--- src/rtl/catch_pkg.sv ---
// Shared encodings for the catch game: referee states and player ids
// (player ids match the ball state machine's ball_state encoding).
package catch_pkg;

  typedef enum logic [2:0] {
    ST_IDLE    = 3'd0,
    ST_SERVE   = 3'd1,
    ST_HELD    = 3'd2,
    ST_FLIGHT  = 3'd3,
    ST_DROPPED = 3'd4,
    ST_OVER    = 3'd5
  } state_e;

  localparam logic [1:0] P_NONE = 2'd0;
  localparam logic [1:0] P1     = 2'd1;
  localparam logic [1:0] P2     = 2'd2;

  function automatic logic [1:0] other_player(input logic [1:0] p);
    return (p == P1) ? P2 : P1;
  endfunction

  function automatic logic [3:0] score_inc(input logic [3:0] s);
    return (s == 4'hF) ? s : s + 4'd1;
  endfunction

endpackage

--- src/rtl/catch_referee_tick_gen.sv ---
// Game tick divider: down-counter that pulses tick for one cycle every DIV clocks.
module tick_gen #(
  parameter int unsigned DIV = 507812
) (
  input  logic clk,
  input  logic reset_n,
  output logic tick
);

  localparam int unsigned W = (DIV > 1) ? $clog2(DIV) : 1;

  logic [W-1:0] cnt_q, cnt_d;

  always_comb begin
    cnt_d = (cnt_q == '0) ? W'(DIV - 1) : cnt_q - W'(1);
  end

  always_ff @(posedge clk) begin
    if (!reset_n) cnt_q <= W'(DIV - 1);
    else          cnt_q <= cnt_d;
  end

  assign tick = (cnt_q == '0);

endmodule

--- src/rtl/catch_referee.sv ---
// Catch game referee: serve/hold/flight/drop sequencing, catch arbitration, scoring.
// Optional thrower self-catch after a lockout: define REFEREE_SELF_CATCH_EN.
//
// state   | meaning
// IDLE    | waiting for start, all outputs low
// SERVE   | ball machine held in reset until a glove holds the ball
// HELD    | ball in a glove, waiting for the throw
// FLIGHT  | ball in the air, non-thrower may catch
// DROPPED | point scored, pause before next serve
// OVER    | a player reached WIN_SCORE, waiting for start
module catch_referee
  import catch_pkg::*;
#(
  parameter int unsigned TICK_DIV         = 507812,
  parameter int unsigned FLOOR_MM         = 60,
  parameter int unsigned MAX_FLIGHT_TICKS = 640,
  parameter int unsigned DROP_TICKS       = 256,
  parameter int unsigned WIN_SCORE        = 7,
  parameter int unsigned LOCKOUT_TICKS    = 32
) (
  input  logic        clk,
  input  logic        reset_n,
  input  logic        start,
  input  logic [1:0]  ball_state,
  input  logic [15:0] ball_y,
  input  logic        catch_event,
  input  logic        throw_event,
  output logic        ball_reset,
  output logic        can_catch1,
  output logic        can_catch2,
  output logic [2:0]  game_state,
  output logic [1:0]  thrower,
  output logic [3:0]  score1,
  output logic [3:0]  score2,
  output logic [7:0]  rally,
  output logic [1:0]  winner
);

  // Flight counter is wide enough for both the timeout and the lockout compare.
  localparam int unsigned FLIGHT_LIM =
    (MAX_FLIGHT_TICKS > LOCKOUT_TICKS) ? MAX_FLIGHT_TICKS : LOCKOUT_TICKS;
  localparam int unsigned FW = $clog2(FLIGHT_LIM + 1);
  localparam int unsigned DW = (DROP_TICKS > 0) ? $clog2(DROP_TICKS + 1) : 1;

  logic tick;

  tick_gen #(.DIV(TICK_DIV)) u_tick_gen (
    .clk     (clk),
    .reset_n (reset_n),
    .tick    (tick)
  );

  logic start_prev_q, catch_prev_q, throw_prev_q;
  logic start_edge_q, catch_edge_q, throw_edge_q;

  state_e        state_q, state_d;
  logic [1:0]    thrower_q, thrower_d;
  logic [3:0]    score1_q, score1_d, score2_q, score2_d;
  logic [7:0]    rally_q, rally_d;
  logic [1:0]    winner_q, winner_d;
  logic [FW-1:0] flight_q, flight_d;
  logic [DW-1:0] drop_q, drop_d;
  logic          ball_reset_q, ball_reset_d;
  logic          cc1_q, cc1_d, cc2_q, cc2_d;
  logic          self_ok;

  always_comb begin
    state_d   = state_q;
    thrower_d = thrower_q;
    score1_d  = score1_q;
    score2_d  = score2_q;
    rally_d   = rally_q;
    winner_d  = winner_q;
    flight_d  = flight_q;
    drop_d    = drop_q;
    case (state_q)
      ST_IDLE: begin
        if (start_edge_q) state_d = ST_SERVE;
      end
      ST_SERVE: begin
        if (ball_state == P1 || ball_state == P2) begin
          thrower_d = ball_state;
          rally_d   = 8'd0;
          state_d   = ST_HELD;
        end
      end
      ST_HELD: begin
        if (throw_edge_q && ball_state == P_NONE) begin
          flight_d = '0;
          state_d  = ST_FLIGHT;
        end
      end
      ST_FLIGHT: begin
        if (tick && flight_q != FW'(FLIGHT_LIM)) flight_d = flight_q + FW'(1);
        // A catch takes priority over a drop detected in the same cycle.
        if (catch_edge_q && ball_state == other_player(thrower_q)) begin
          rally_d   = (rally_q == 8'hFF) ? rally_q : rally_q + 8'd1;
          thrower_d = ball_state;
          state_d   = ST_HELD;
        end
`ifdef REFEREE_SELF_CATCH_EN
        else if (catch_edge_q && ball_state == thrower_q &&
                 flight_q >= FW'(LOCKOUT_TICKS)) begin
          state_d = ST_HELD;
        end
`endif
        else if ((tick && ball_y < 16'(FLOOR_MM)) ||
                 flight_q == FW'(MAX_FLIGHT_TICKS)) begin
          if (thrower_q == P1) score1_d = score_inc(score1_q);
          else                 score2_d = score_inc(score2_q);
          drop_d  = DW'(DROP_TICKS);
          state_d = ST_DROPPED;
        end
      end
      ST_DROPPED: begin
        if (tick) begin
          if (drop_q <= DW'(1)) begin
            if (score1_q == 4'(WIN_SCORE)) begin
              winner_d = P1;
              state_d  = ST_OVER;
            end else if (score2_q == 4'(WIN_SCORE)) begin
              winner_d = P2;
              state_d  = ST_OVER;
            end else begin
              state_d  = ST_SERVE;
            end
          end else begin
            drop_d = drop_q - DW'(1);
          end
        end
      end
      ST_OVER: begin
        if (start_edge_q) begin
          score1_d = 4'd0;
          score2_d = 4'd0;
          winner_d = P_NONE;
          state_d  = ST_SERVE;
        end
      end
      default: state_d = ST_IDLE;
    endcase
  end

`ifdef REFEREE_SELF_CATCH_EN
  assign self_ok = (flight_d >= FW'(LOCKOUT_TICKS));
`else
  assign self_ok = 1'b0;
`endif

  // Permission outputs follow the next state so they change with game_state.
  always_comb begin
    ball_reset_d = (state_d == ST_SERVE);
    cc1_d = (state_d == ST_FLIGHT) && (thrower_d == P2 || (thrower_d == P1 && self_ok));
    cc2_d = (state_d == ST_FLIGHT) && (thrower_d == P1 || (thrower_d == P2 && self_ok));
  end

  always_ff @(posedge clk) begin
    if (!reset_n) begin
      start_prev_q <= 1'b0;
      catch_prev_q <= 1'b0;
      throw_prev_q <= 1'b0;
      start_edge_q <= 1'b0;
      catch_edge_q <= 1'b0;
      throw_edge_q <= 1'b0;
      state_q      <= ST_IDLE;
      thrower_q    <= P_NONE;
      score1_q     <= 4'd0;
      score2_q     <= 4'd0;
      rally_q      <= 8'd0;
      winner_q     <= P_NONE;
      flight_q     <= '0;
      drop_q       <= '0;
      ball_reset_q <= 1'b0;
      cc1_q        <= 1'b0;
      cc2_q        <= 1'b0;
    end else begin
      start_prev_q <= start;
      catch_prev_q <= catch_event;
      throw_prev_q <= throw_event;
      start_edge_q <= start & ~start_prev_q;
      catch_edge_q <= catch_event & ~catch_prev_q;
      throw_edge_q <= throw_event & ~throw_prev_q;
      state_q      <= state_d;
      thrower_q    <= thrower_d;
      score1_q     <= score1_d;
      score2_q     <= score2_d;
      rally_q      <= rally_d;
      winner_q     <= winner_d;
      flight_q     <= flight_d;
      drop_q       <= drop_d;
      ball_reset_q <= ball_reset_d;
      cc1_q        <= cc1_d;
      cc2_q        <= cc2_d;
    end
  end

  assign game_state = state_q;
  assign thrower    = thrower_q;
  assign score1     = score1_q;
  assign score2     = score2_q;
  assign rally      = rally_q;
  assign winner     = winner_q;
  assign ball_reset = ball_reset_q;
  assign can_catch1 = cc1_q;
  assign can_catch2 = cc2_q;

endmodule

--- config.mk ---
export PLATFORM = sky130hd
export DESIGN_NAME = catch_referee
export DESIGN_NICKNAME = d
export VERILOG_FILES = /design/src/rtl/catch_pkg.sv /design/src/rtl/catch_referee_tick_gen.sv /design/src/rtl/catch_referee.sv
export SDC_FILE = /design/constraint.sdc
export NUM_CORES = 1
export LEC_CHECK = 0
export ABC_CLOCK_PERIOD_IN_PS = 3900
export CAP_MARGIN = 40
export CORE_MARGIN = 4
export CORE_UTILIZATION = 45
export DETAILED_ROUTE_END_ITERATION = 6
export GPL_ROUTABILITY_DRIVEN = 1
export PLACE_DENSITY_LB_ADDON = 0.25
export SLEW_MARGIN = 10
export SYNTH_ARGS = -nofsm -noshare
export SYNTH_HDL_FRONTEND = slang
export SYNTH_SLANG_ARGS = --single-unit
export TNS_END_PERCENT = 1
--- constraint.sdc ---
create_clock -name clk -period 3.9 [get_ports clk]
set_input_delay 0.78 -clock clk [delete_from_list [all_inputs] [get_ports clk]]
set_output_delay 0.78 -clock clk [all_outputs]
set_load 0.01 [all_outputs]
==> results.py <==
metrics = {
    "outcome": {
        "status": "finished clean",
    },
    "synth": {
        "synth_edf_count": 0,
        "ys_top_cells_by_area": "dfxtp_1 (40%), nand2_1 (4.9%), nor2_1 (4.0%)",
        "synth_area_um2": 3527,
        "synth_top_area_cell": "dfxtp_1",
        "syn_area_per_cell_um2": 8.561,
        "synth_cell_types": 63,
        "synth_cells": 412,
        "yosys_warnings": 0,
        "synth_top_area_share": 0.3973,
        "syn_nets": 445,
        "ys_seq_area_frac": 0.3973,
        "synthArstFlopShare": 0,
        "synth_seq_cells": 70,
        "dominantRegCellSynth": "dfxtp_1",
    },
    "drt": {
        "drt_iter0_markers": 91,
        "detail-route-antenna-nets": 0,
        "first_pass_iters": 4,
        "drc": 0,
        "totalWireLength_um": 7687,
        "via_per_inst": 5.384,
        "vias": 3058,
        "wire_per_inst_um": 13.53,
    },
    "setup_path": {
        "required_ps": 4180,
        "crit_slowest_cell": "clkdlybuf4s50_1",
        "cp_top_family": "simple AND/OR/NAND/NOR gates",
        "crit_type": "input port to flip-flop",
        "crit_buf_inv": 2,
        "endpoint_kind": "flip-flop",
        "cp-start-kind": "input port",
        "r2r_slack_ps": 1610,
        "slowest_delay_ps": 500,
        "critical_path_arrival_ps": 2900,
        "cp_max_fo": 7,
        "path_cells": "clkdlybuf4s50_1 -> inv_1 -> ha_1 -> nor2b_1 -> a31o_2 -> nand3_1 -> or3_1 -> a21oi_1",
    },
    "power_and_ir_drop": {
        "power_mw": 1.406,
        "combPwrFrac": 0.071,
        "p_sw_frac": 0.2410,
        "p_clk_frac": 0.401,
        "seqPwrFrac": 0.529,
        "power_density_nw_per_um2": 328.0,
        "irDropWorstVdd_mv": 0.2408,
        "leakagePower_nw": 1.471,
        "power.switching_mw": 0.3388,
        "p_int_mw": 1.067,
    },
    "flow_run": {
        "maxCapViolCount": 0,
    },
    "sta": {
        "hold_violations": 0,
        "period_share": 0.6713,
        "setup_viol": 0,
        "min_period_ps": 2618,
        "finalSetupTns_ps": 0,
        "slew-limit-headroom": 0.5110,
        "slew_viol_final": 0,
        "skew_ps": 9.916,
        "fmax_ghz": 0.3819,
        "tightest_slew_ps": 731.9,
        "grt_setup_unrepaired": "no",
    },
    "clocking": {
        "cts.sinks": 70,
        "cts_htree_levels": 3,
        "clockRootBuffer": "clkbuf_8",
        "clk_path_buf_depth": 2,
        "clkTransAtPathRegs_ps": 80,
        "postCtsSetupBuffers": 0,
        "post_cts_resized": 0,
        "cts_tree": "yes",
        "holdBufCountCts": 0,
        "cts-buffers-inserted": 9,
        "clk_latency_ps": 340,
    },
    "floorplan": {
        "ios": 49,
        "placementRows": 32,
        "die_w_um": 96.53,
        "die_h_um": 96.53,
        "placeableCoreArea_um2": 7687,
        "start_util": 0.4588,
        "die_area_um2": 9318,
    },
    "grt": {
        "first_global_vias": 2920,
        "antenna_found_initial": 0,
        "grtUsageTotal": 0.1801,
        "grt_overflow_total": 0,
        "grt_pass1_wl_um": 13230,
        "grt_max_degree": 22,
    },
    "worst_hold_path": {
        "hold_class": "flip-flop to flip-flop",
    },
    "placement": {
        "numPortBuffers": 46,
        "place_hpwl_um": 5680,
        "dpl.cell_count": 553,
        "gp_congestion": 0.7980,
    },
    "layout": {
        "num-nets-final": 495,
        "utilization": 0.5576,
        "area_growth_pct": 21.53,
        "drive_above_1_share": 0.09227,
        "antenna_cells": 0,
        "fill_cells": 715,
        "fin_cells": 568,
    },
}
-- cells in the mapped netlist (3+ instances only) --
library cell,instances
dfxtp_1,70
o21ai_0,13
nand2_1,46
mux2i_1,3
o21ai_1,6
clkbuf_1,8
nand2b_1,7
inv_1,16
nand3_1,22
or4_1,3
nor2b_1,12
or3_1,9
ha_1,10
nand4_1,9
nand3b_1,3
nor4_1,6
o31ai_1,4
nor3_1,7
a21oi_2,5
a21oi_1,21
and2_1,5
xnor2_1,15
a31oi_1,4
a21o_1,4
o211ai_1,7
nor2_1,38
and3_1,6
xor2_1,8
-- power by group through the flow --
| stage | logic [mW] | registers [mW] | clock network [mW] |
|---|---|---|---|
| 4_1_cts | 0.100 | 0.743 | 0.581 |
| 5_1_grt | 0.110 | 0.746 | 0.616 |
| 3_3_place_gp | 0.0976 | 0.759 | 0 |
| 2_1_floorplan | 0.0575 | 0.755 | 0 |
| 3_5_place_dp | 0.100 | 0.760 | 0 |
| 6_report | 0.0992 | 0.744 | 0.563 |
-- registers in the layout, indices dropped and copies added, names as in the netlist, 2 cells and up --
register / cells
drop_q: 9
flight_q: 10
game_state: 3
rally: 8
score1: 4
score2: 4
thrower: 2
u_tick_gen.cnt_q: 19
winner: 2
-- path summary, 6_finish.rpt --
check / from / to / cells after the start
setup reg to reg: flight_q[0]$_SDFFE_PN0P_ / flight_q[8]$_SDFFE_PN0P_ / 8
hold / removal: throw_prev_q$_SDFF_PN0_ / throw_edge_q$_SDFF_PN0_ / 1
hold reg to reg: throw_prev_q$_SDFF_PN0_ / throw_edge_q$_SDFF_PN0_ / 1
setup / recovery: ball_state[0] / rally[4]$_SDFFE_PN0P_ / 8
-- cell type report --
cell class,count,area [µm²],area share
tap,102,127.6,0.02977
clock inverter,6,63.81,0.01489
clock buffer,9,123.9,0.02890
sequential,70,1401,0.3269
multi-input combinational,315,2019,0.4711
inverter,16,60.06,0.01401
timing repair buffer,50,490.5,0.1144
-- routing by layer --
layer,global-route usage,routed length (µm),vias up
li1,-,-,1582
met1,0.2354,3707,1416
met2,0.2839,3614,52
met3,0.04880,288,8
met4,0.06776,77,0
met5,0,0,-
-- stage by stage --
step / instance area [µm²] / worst slack, ps / hold slack, ps
floorplan: 3527 / 1636 / 367.4
global placement: 4099 / 923.2 / 376.6
detailed placement: 4099 / 917.0 / 374.5
CTS: 4287 / 1285 / 385.7
global route: 4287 / 1116 / 403.5
finish: 4287 / 1282 / 384.0
-- layout by cell type (no fill, tap or decap), types with 5 or more instances in the layout --
| cell type | netlist | layout |
|---|---|---|
| dfxtp_1 | 70 | 70 |
| nand2_1 | 46 | 46 |
| clkdlybuf4s50_1 | 0 | 46 |
| nor2_1 | 38 | 38 |
| nand3_1 | 22 | 22 |
| a21oi_1 | 21 | 21 |
| inv_1 | 16 | 16 |
| xnor2_1 | 15 | 15 |
| o21ai_0 | 13 | 13 |
| nor2b_1 | 12 | 12 |
| ha_1 | 10 | 10 |
| nand4_1 | 9 | 9 |
| or3_1 | 9 | 9 |
| clkbuf_8 | 0 | 9 |
| xor2_1 | 8 | 8 |
| nand2b_1 | 7 | 7 |
| nor3_1 | 7 | 7 |
| o211ai_1 | 7 | 7 |
| nor4_1 | 6 | 6 |
| and3_1 | 6 | 6 |
| o21ai_1 | 6 | 6 |
| and2_1 | 5 | 5 |
| a21oi_2 | 5 | 5 |
-- logic make-up after synthesis --
family / Yosys count / synth area share
AOI/OAI and AO/OA: 85 / 0.1688
and+or+nand+nor: 193 / 0.2994
adders and majority gates: 10 / 0.03547
buffers and inverters: 27 / 0.03015
xor gates and xnor gates: 23 / 0.05711
muxes: 4 / 0.01171
DFF: 70 / 0.3973
No activity file was read; power rests on OpenSTA's default activity.
